## src/rtl/cpu_pkg.sv

```systemverilog
// Shared CPU-wide constants and the IF/ID record exchanged between the fetch
// and decode stages.
package cpu_pkg;

  localparam int              PC_W      = 10;
  localparam int              INSTR_W   = 32;
  localparam logic [PC_W-1:0] RESET_PC  = '0;
  localparam logic [31:0]     NOP_INSTR = 32'h0000_0000;
  localparam int              PC_INC    = 4;

  typedef struct packed {
    logic [PC_W-1:0]    pc;
    logic [INSTR_W-1:0] instr;
    logic               valid;
  } if_id_t;

endpackage

```

## src/rtl/fetch_stage_if_id_reg.sv

```systemverilog
// IF/ID pipeline register: captures pc/instr on a normal fetch, holds on stall,
// and inserts a NOP bubble on flush.
module if_id_reg #(
  parameter int                 PC_W      = 10,
  parameter int                 INSTR_W   = 32,
  parameter logic [INSTR_W-1:0] NOP_INSTR = '0
) (
  input  logic               clk,
  input  logic               rst_n,
  input  logic               stall,
  input  logic               flush,
  input  logic [PC_W-1:0]    pc,
  input  logic [INSTR_W-1:0] instr,
  output logic [PC_W-1:0]    if_id_pc,
  output logic [INSTR_W-1:0] if_id_instr,
  output logic               if_id_valid
);

  // NOTE: sequential state uses non-blocking assignments so every register
  // samples its inputs from before the edge, independent of statement order.
  always_ff @(posedge clk or negedge rst_n) begin
    if (!rst_n) begin
      if_id_pc    <= '0;
      if_id_instr <= NOP_INSTR;
      if_id_valid <= 1'b0;
    end else if (flush) begin
      // The squashed slot still records the pc it replaced.
      if_id_pc    <= pc;
      if_id_instr <= NOP_INSTR;
      if_id_valid <= 1'b0;
    end else if (!stall) begin
      if_id_pc    <= pc;
      if_id_instr <= instr;
      if_id_valid <= 1'b1;
    end
  end

endmodule

```

## src/rtl/fetch_stage.sv

```systemverilog
// Instruction-fetch stage: PC register, PC+4 incrementer, alignment check,
// fetch counter and the IF/ID register.
module fetch_stage
  import cpu_pkg::*;
#(
  parameter int                 PC_W      = cpu_pkg::PC_W,
  parameter int                 INSTR_W   = cpu_pkg::INSTR_W,
  parameter logic [PC_W-1:0]    RESET_PC  = cpu_pkg::RESET_PC,
  parameter logic [INSTR_W-1:0] NOP_INSTR = cpu_pkg::NOP_INSTR,
  parameter int                 CNT_W     = 16
) (
  input  logic               clk,
  input  logic               rst_n,
  input  logic [PC_W-1:0]    next_pc,
  input  logic               stall,
  input  logic               flush,
  input  logic [INSTR_W-1:0] instr_in,
  output logic [PC_W-1:0]    pc,
  output logic [PC_W-1:0]    pc_plus4,
  output logic [PC_W-1:0]    if_id_pc,
  output logic [INSTR_W-1:0] if_id_instr,
  output logic               if_id_valid,
  output logic               align_err,
  output logic [CNT_W-1:0]   fetch_count
);

  logic pc_load;
  logic fetch;

  // Flush overrides stall so a branch redirect is never lost.
  assign pc_load  = flush || !stall;
  assign fetch    = !flush && !stall;
  assign pc_plus4 = pc + PC_W'(PC_INC);

  always_ff @(posedge clk or negedge rst_n) begin
    if (!rst_n) begin
      pc          <= RESET_PC;
      align_err   <= 1'b0;
      fetch_count <= '0;
    end else begin
      align_err <= pc_load && (next_pc[1:0] != 2'b00);
      if (pc_load) begin
        pc <= {next_pc[PC_W-1:2], 2'b00};
      end
      if (fetch && (fetch_count != {CNT_W{1'b1}})) begin
        fetch_count <= fetch_count + 1'b1;
      end
    end
  end

  if_id_reg #(
    .PC_W      (PC_W),
    .INSTR_W   (INSTR_W),
    .NOP_INSTR (NOP_INSTR)
  ) u_if_id (
    .clk         (clk),
    .rst_n       (rst_n),
    .stall       (stall),
    .flush       (flush),
    .pc          (pc),
    .instr       (instr_in),
    .if_id_pc    (if_id_pc),
    .if_id_instr (if_id_instr),
    .if_id_valid (if_id_valid)
  );

endmodule

```

## config.mk

```make
export PLATFORM = sky130hd
export DESIGN_NAME = fetch_stage
export DESIGN_NICKNAME = d
export VERILOG_FILES = /design/src/rtl/cpu_pkg.sv /design/src/rtl/fetch_stage_if_id_reg.sv /design/src/rtl/fetch_stage.sv
export SDC_FILE = /design/constraint.sdc
export NUM_CORES = 1
export LEC_CHECK = 0
export BUFFER_PORTS_ARGS = -buffer_cell sky130_fd_sc_hd__buf_2
export CAP_MARGIN = 20
export CORE_MARGIN = 3
export CORE_UTILIZATION = 30
export DETAILED_ROUTE_END_ITERATION = 10
export PLACE_DENSITY_LB_ADDON = 0.15
export SLEW_MARGIN = 0
export SYNTH_ARGS = -nofsm -noshare
export SYNTH_HDL_FRONTEND = slang
export SYNTH_SLANG_ARGS = --single-unit
```

## constraint.sdc

```tcl
create_clock -name clk -period 2.4 [get_ports clk]
set_input_delay 0.24 -clock clk [delete_from_list [all_inputs] [get_ports clk]]
set_output_delay 0.24 -clock clk [all_outputs]
set_load 0.02 [all_outputs]
```

Word level (Yosys, flattened, before mapping)

Index checks and enable logic that the tools add are counted.

Bits in registers: 68
Input bits: 46
Output and inout bits: 80
Word-level logic and storage cells: 23

Add/subtract/negate cells: 2
Equal/unequal tests: 2
Muxes and demuxes: 6
Reduce and logical (&&, ||, !) cells: 7

Operators by type and width:

| kind                  | number |
|---|---|
| $mux 32               | 2 |
| $mux 10               | 2 |
| $add 16x1->16 const B | 1 |
| $ne 16x16->1 const B  | 1 |
| $add 10x3->10 const B | 1 |
| $logic_and 1x1->1     | 3 |
| $logic_not 1->1       | 2 |
| $mux 1                | 2 |
| $ne 2x1->1 const B    | 1 |
| $reduce_bool 2->1     | 1 |
| $logic_or 1x1->1      | 1 |

Longest topological paths before layout

Depth after elaboration: 3
Mapped depth: 6
Mapped depth without buffers: 5

Hierarchy

A second synthesis with hierarchy kept.

Cell total of the unflattened synthesis: 242
Area total of the unflattened synthesis: 3036.7 sq um

Modules (own cells, without submodules):

| module      | times used | cells each | area an instance (sq um) | sequential area each (sq um) |
|---|---|---|---|---|
| if_id_reg   | 1          | 129        | 1752.9                   | 1076.0 |
| fetch_stage | 1          | 113        | 1283.7                   | 625.6 |

Worst setup path before layout

No wires, ideal clock.

Path type: reg-to-reg
From: register fetch_count[1]
To: register fetch_count[1]
Library setup time: 128 ps
Arrival time: 1552 ps
Required time: 2272 ps
Setup slack: 720 ps
Cell stages (with the launch flop): 7
Path buffers: 1
Period minus slack after synthesis: 1680 ps
Path through: dfrtp_1 ha_1 and3_1 buf_2 nand4_4 nand2_2 mux2_1

Word-level cells in the longest chain between the ends: 2
Elaborated cells between the ends (all ways): 3
Those cells by class: add/sub: 1; eq/ne: 1; reduce/logical: 1

RTL lines:

| what                                                  | RTL line          | text |
|---|---|---|
| start, declared                                       | fetch_stage.sv:24 | `output logic [CNT_W-1:0] fetch_count` |
| start signal, assigned                                | fetch_stage.sv:46 | `fetch_count <= fetch_count + 1'b1;` |
| branches (longest 2 deep; another with $add 16x1->16) | --                |  |

Parallel ways; which one is timed is not known.
A chain may end at the register's enable or synchronous reset.

Final worst setup path

From: register pc[2]
To: output port pc_plus4[8]

Word-level cells in the longest chain between the ends: 1

RTL lines:

| what                   | RTL line          | text |
|---|---|---|
| start, declared        | fetch_stage.sv:18 | `output logic [PC_W-1:0] pc,` |
| start signal, assigned | fetch_stage.sv:43 | `pc <= {next_pc[PC_W-1:2], 2'b00};` |
| $add 10x3->10          | fetch_stage.sv:33 | `assign pc_plus4 = pc + PC_W'(PC_INC);` |
| end, declared          | fetch_stage.sv:19 | `output logic [PC_W-1:0] pc_plus4,` |

No other way between the ends.

==> results.md <==
Status:
- The flow ran to the end, and the final reports show no timing, DRC or antenna violations.

Critical path:
- For this design, the slowest cell found on the critical path is sky130_fd_sc_hd__dfrtp_1.
- The element type at the critical path start is a register.
- The kind of end point of the critical path is a primary output.
- The setup path with the least slack is of type reg -> out.
- The critical path data required time is 2160 ps.
- Traced cell by cell, the critical path runs through ha_1 > and3_1 > nand3_1 > xnor2_1 > buf_2.
- The critical path data arrival time is 1600 ps.
- The largest single stage delay on the critical path is 430 ps.
- The maximum fanout along the worst path is 6.

Layout:
- The layout has 949 filler cells.
- The most common cell after layout, fill and taps aside is sky130_fd_sc_hd__buf_2.
- Of the cells placed in the final design, the portion with a size suffix greater than 1 is 39.9%.
- The layout overhead on the synthesized area is 30.9%.
- The number of antenna diodes in the final layout is 0.
- Leaving out fill and tap cells, the most frequent cells in the layout are 119 x sky130_fd_sc_hd__buf_2, 66 x sky130_fd_sc_hd__dfrtp_1, 37 x sky130_fd_sc_hd__nor2_1, 35 x sky130_fd_sc_hd__mux2i_1, 15 x sky130_fd_sc_hd__mux2_1.
- The sequential cells in the finished layout cover a total of 0.00165 sq mm.
- In the final layout, the multi-input gates occupy 0.00118 sq mm.
- The net total in the final layout is 414.

Clock network:
- TritonCTS built the clock tree.
- Buffers inserted during clock tree synthesis total 9.
- The root buffer cell chosen for the clock tree is sky130_fd_sc_hd__clkbuf_8.
- In this run the number of H-tree levels came out at 3.
- For the worst-skew pair, the clock arrives at the later sink with an insertion delay of 330 ps.
- The count of instances resized after the clock tree is built is 0.
- The worst-case clock buffer depth is 2.
- After clock tree synthesis, the clock-pin slew on the worst setup and hold paths is 70 ps.
- Counting every sink on the clock net gives 66.

STA:
- The slew at the pin closest to its max-slew limit is 669 ps.
- The maximum achievable frequency is 544 MHz.
- The clock tree skew after final layout is 6.95 ps.
- The final period demand of the worst path is 1840 ps.
- The number of failing hold endpoints at the final stage is 0.
- The max-slew violation count is 0.
- Setup repair after global routing left no endpoint under its margin.
- The max-slew headroom at the worst pin is 55.4%.
- The worst path uses 76.7% of the clock period.
- The smallest hold slack is 112 ps.
- Setup violations remaining at the end of the flow were counted as 0.
- The final worst slack is 560 ps.
- The summed negative setup slack over all endpoints is 0 ps.

Die:
- The floorplan has 35 rows.
- The floorplan step set the die width to 105 um.
- The die covers 0.0111 sq mm.
- The height of the die is 105 um.
- The effective utilization at floorplan is 31.5%.
- The count of pins on the block boundary is 126.
- The area of the core is 0.00942 sq mm.

Global routing:
- The largest net degree at the start of global routing is 39.
- Global routing finished with a remaining overflow of 0.
- The via count of the first global-routing pass is 2164.
- The number of antenna violations at the first check in global routing is 0.
- The first-pass GRT wire length is 11300 um.
- Across every metal layer, demand over resource in global routing totals 12.8%.

Synth:
- The total standard cell area after synthesis is 0.00297 sq mm.
- Yosys printed 0 warnings.
- After synthesis, the cell types taking the most area are sky130_fd_sc_hd__dfrtp_1 56%, sky130_fd_sc_hd__mux2i_1 12%, sky130_fd_sc_hd__mux2_1 5.7%, sky130_fd_sc_hd__nor2_1 4.7%, sky130_fd_sc_hd__xnor2_1 3.2%.
- The post-synthesis cell count is 244.
- The count of state elements after synthesis is 66.
- The number of distinct library cell variants in the gate-level netlist after synthesis is 31.
- In this run the biggest area consumer among cell types represents 55.7% of the synthesized area.
- The proportion of synthesized chip area in sequential cells is 55.7%.
- The post-synthesis cell type with the largest combined area is sky130_fd_sc_hd__dfrtp_1.
- Each instance of the synthesized netlist takes up on average 12.2 sq um.

Route:
- The via count is 2180.
- The pre-antenna-repair detailed-routing pass consisted of 4 iterations.
- After detailed routing, the average wire length per cell comes to 13.7 um.
- The detail route stage leaves a number of antenna-violating nets equal to 0.
- The residual DRC count is 0.
- The overall routed net length is 6840 um.
- Using the TritonRoute via totals, the vias-per-cell ratio works out to 4.36.
- For this block, the initial DRC count from the detailed router was 55.

Power:
- The total power divided by cell area is 755 mW/mm^2.
- The worst-case vdd ir drop is 0.434 mV.
- The leakage power is 2.08 nW.
- The total design power is 2.93 mW.

Placement:
- Summed over all nets, the half-perimeter wirelength after detailed placement is 4990 um.
- Before CTS, the worst setup slack after placement is 637 ps.
- The congestion estimate from routability-driven global placement came to 0.735.
- Port buffering added 119 buffers.

Min path:
- The tightest min-delay check is of the in -> reg type.

Job:
- The tool flagged a number of max-cap violations equal to 0.
## synth_stat cells
library cell	number
sky130_fd_sc_hd__nand4_4	1
sky130_fd_sc_hd__nor2_1	37
sky130_fd_sc_hd__xor2_1	4
sky130_fd_sc_hd__nor3b_2	1
sky130_fd_sc_hd__and4_1	2
sky130_fd_sc_hd__nand4_2	1
sky130_fd_sc_hd__clkbuf_1	3
sky130_fd_sc_hd__and2_1	2
sky130_fd_sc_hd__o21ai_1	2
sky130_fd_sc_hd__xnor2_1	11
sky130_fd_sc_hd__nand4_1	6
sky130_fd_sc_hd__buf_6	4
sky130_fd_sc_hd__dfrtp_1	66
sky130_fd_sc_hd__mux2i_1	35
sky130_fd_sc_hd__buf_4	7
sky130_fd_sc_hd__and3_1	7
sky130_fd_sc_hd__conb_1	1
sky130_fd_sc_hd__nor2_8	1
sky130_fd_sc_hd__ha_1	2
sky130_fd_sc_hd__nand2_1	5
sky130_fd_sc_hd__nand3_1	5
sky130_fd_sc_hd__inv_1	6
sky130_fd_sc_hd__nor2b_1	1
sky130_fd_sc_hd__and4_4	2
sky130_fd_sc_hd__buf_2	4
sky130_fd_sc_hd__nor3_2	1
sky130_fd_sc_hd__nand3_4	1
sky130_fd_sc_hd__nand2_2	1
sky130_fd_sc_hd__a21oi_1	9
sky130_fd_sc_hd__mux2_1	15
sky130_fd_sc_hd__nor3_1	1
## final cells by class
| class | count | area share [%] |
|---|---|---|
| Inverter | 6 | 0.580 |
| Timing Repair Buffer | 124 | 16.7 |
| Clock buffer | 9 | 3.19 |
| Tap cell | 129 | 4.16 |
| Clock inverter | 7 | 2.42 |
| Sequential cell | 66 | 42.5 |
| Multi-Input combinational cell | 159 | 30.4 |
## worst max-delay path: cells and delay by family, from the launching register on
kind,cells,cell delay (ps)
xor gates and xnor gates,1,110
adders and majority gates,1,240
buffers and inverters,1,170
DFF,1,430
and+or+nand+nor,2,310
## registers in the layout (all words and copies together), names as in the netlist
name and cells:
u_if_id.if_id_instr 32, u_if_id.if_id_valid 1, fetch_count 16, pc 8
align_err 1, u_if_id.if_id_pc 8
## cell families after synthesis
kind of cell	count (synthesis)	share of synthesized area [%]
AOI/OAI and AO/OA	11	1.86
xor gates and xnor gates	15	4.43
adders and majority gates	2	0.844
buffers and inverters	24	5.11
DFF	66	55.7
muxes	50	17.5
other	1	0.126
and+or+nand+nor	75	14.4
## power breakdown
part / internal (mW) / switching, mW / total [mW]
logic: 0.227 / 0.363 / 0.590
registers: 1.22 / 0.104 / 1.33
clock network: 0.582 / 0.433 / 1.02
## path summary, 6_finish.rpt
| kind | startpoint | to | slack (ps) | cells past startpoint |
|---|---|---|---|---|
| setup / recovery | pc[2] | pc_plus4[8] | 560 | 5 |
| hold / removal | next_pc[5] | pc[5] | 110 | 2 |
| setup reg to reg | fetch_count[0] | fetch_count[1] | 640 | 5 |
| hold reg to reg | u_if_id.if_id_pc[7] | u_if_id.if_id_pc[7] | 480 | 2 |
| max in group asynchronous | rst_n | u_if_id.if_id_instr[21] | 1250 | 3 |
| min in group asynchronous | rst_n | u_if_id.if_id_pc[4] | 510 | 2 |
## routing by layer
layer	wire length (um)	vias to the layer above	track usage, %
met5	0	-	0
met4	47	0	2.81
met3	448	6	4.96
met2	3380	67	20.3
met1	2960	1040	16.4
li1	-	1067	-
## through the flow
step | instances | utilization, % | instance area, sq um
3_5_place_dp | 483 | 38.8 | 3650
2_1_floorplan | 249 | - | 2980
5_1_grt | 500 | 41.2 | 3880
4_1_cts | 500 | 41.2 | 3880
3_3_place_gp | 483 | 38.8 | 3650
6_report | 500 | 41.2 | 3880
## what timing repair did
item,4_1_cts,5_1_grt
endpoints found under the hold margin,28,0
endpoints found under the setup margin,0,0
hold buffers,1,0
setup buffers,0,0
(Power assumes the default switching activity.)
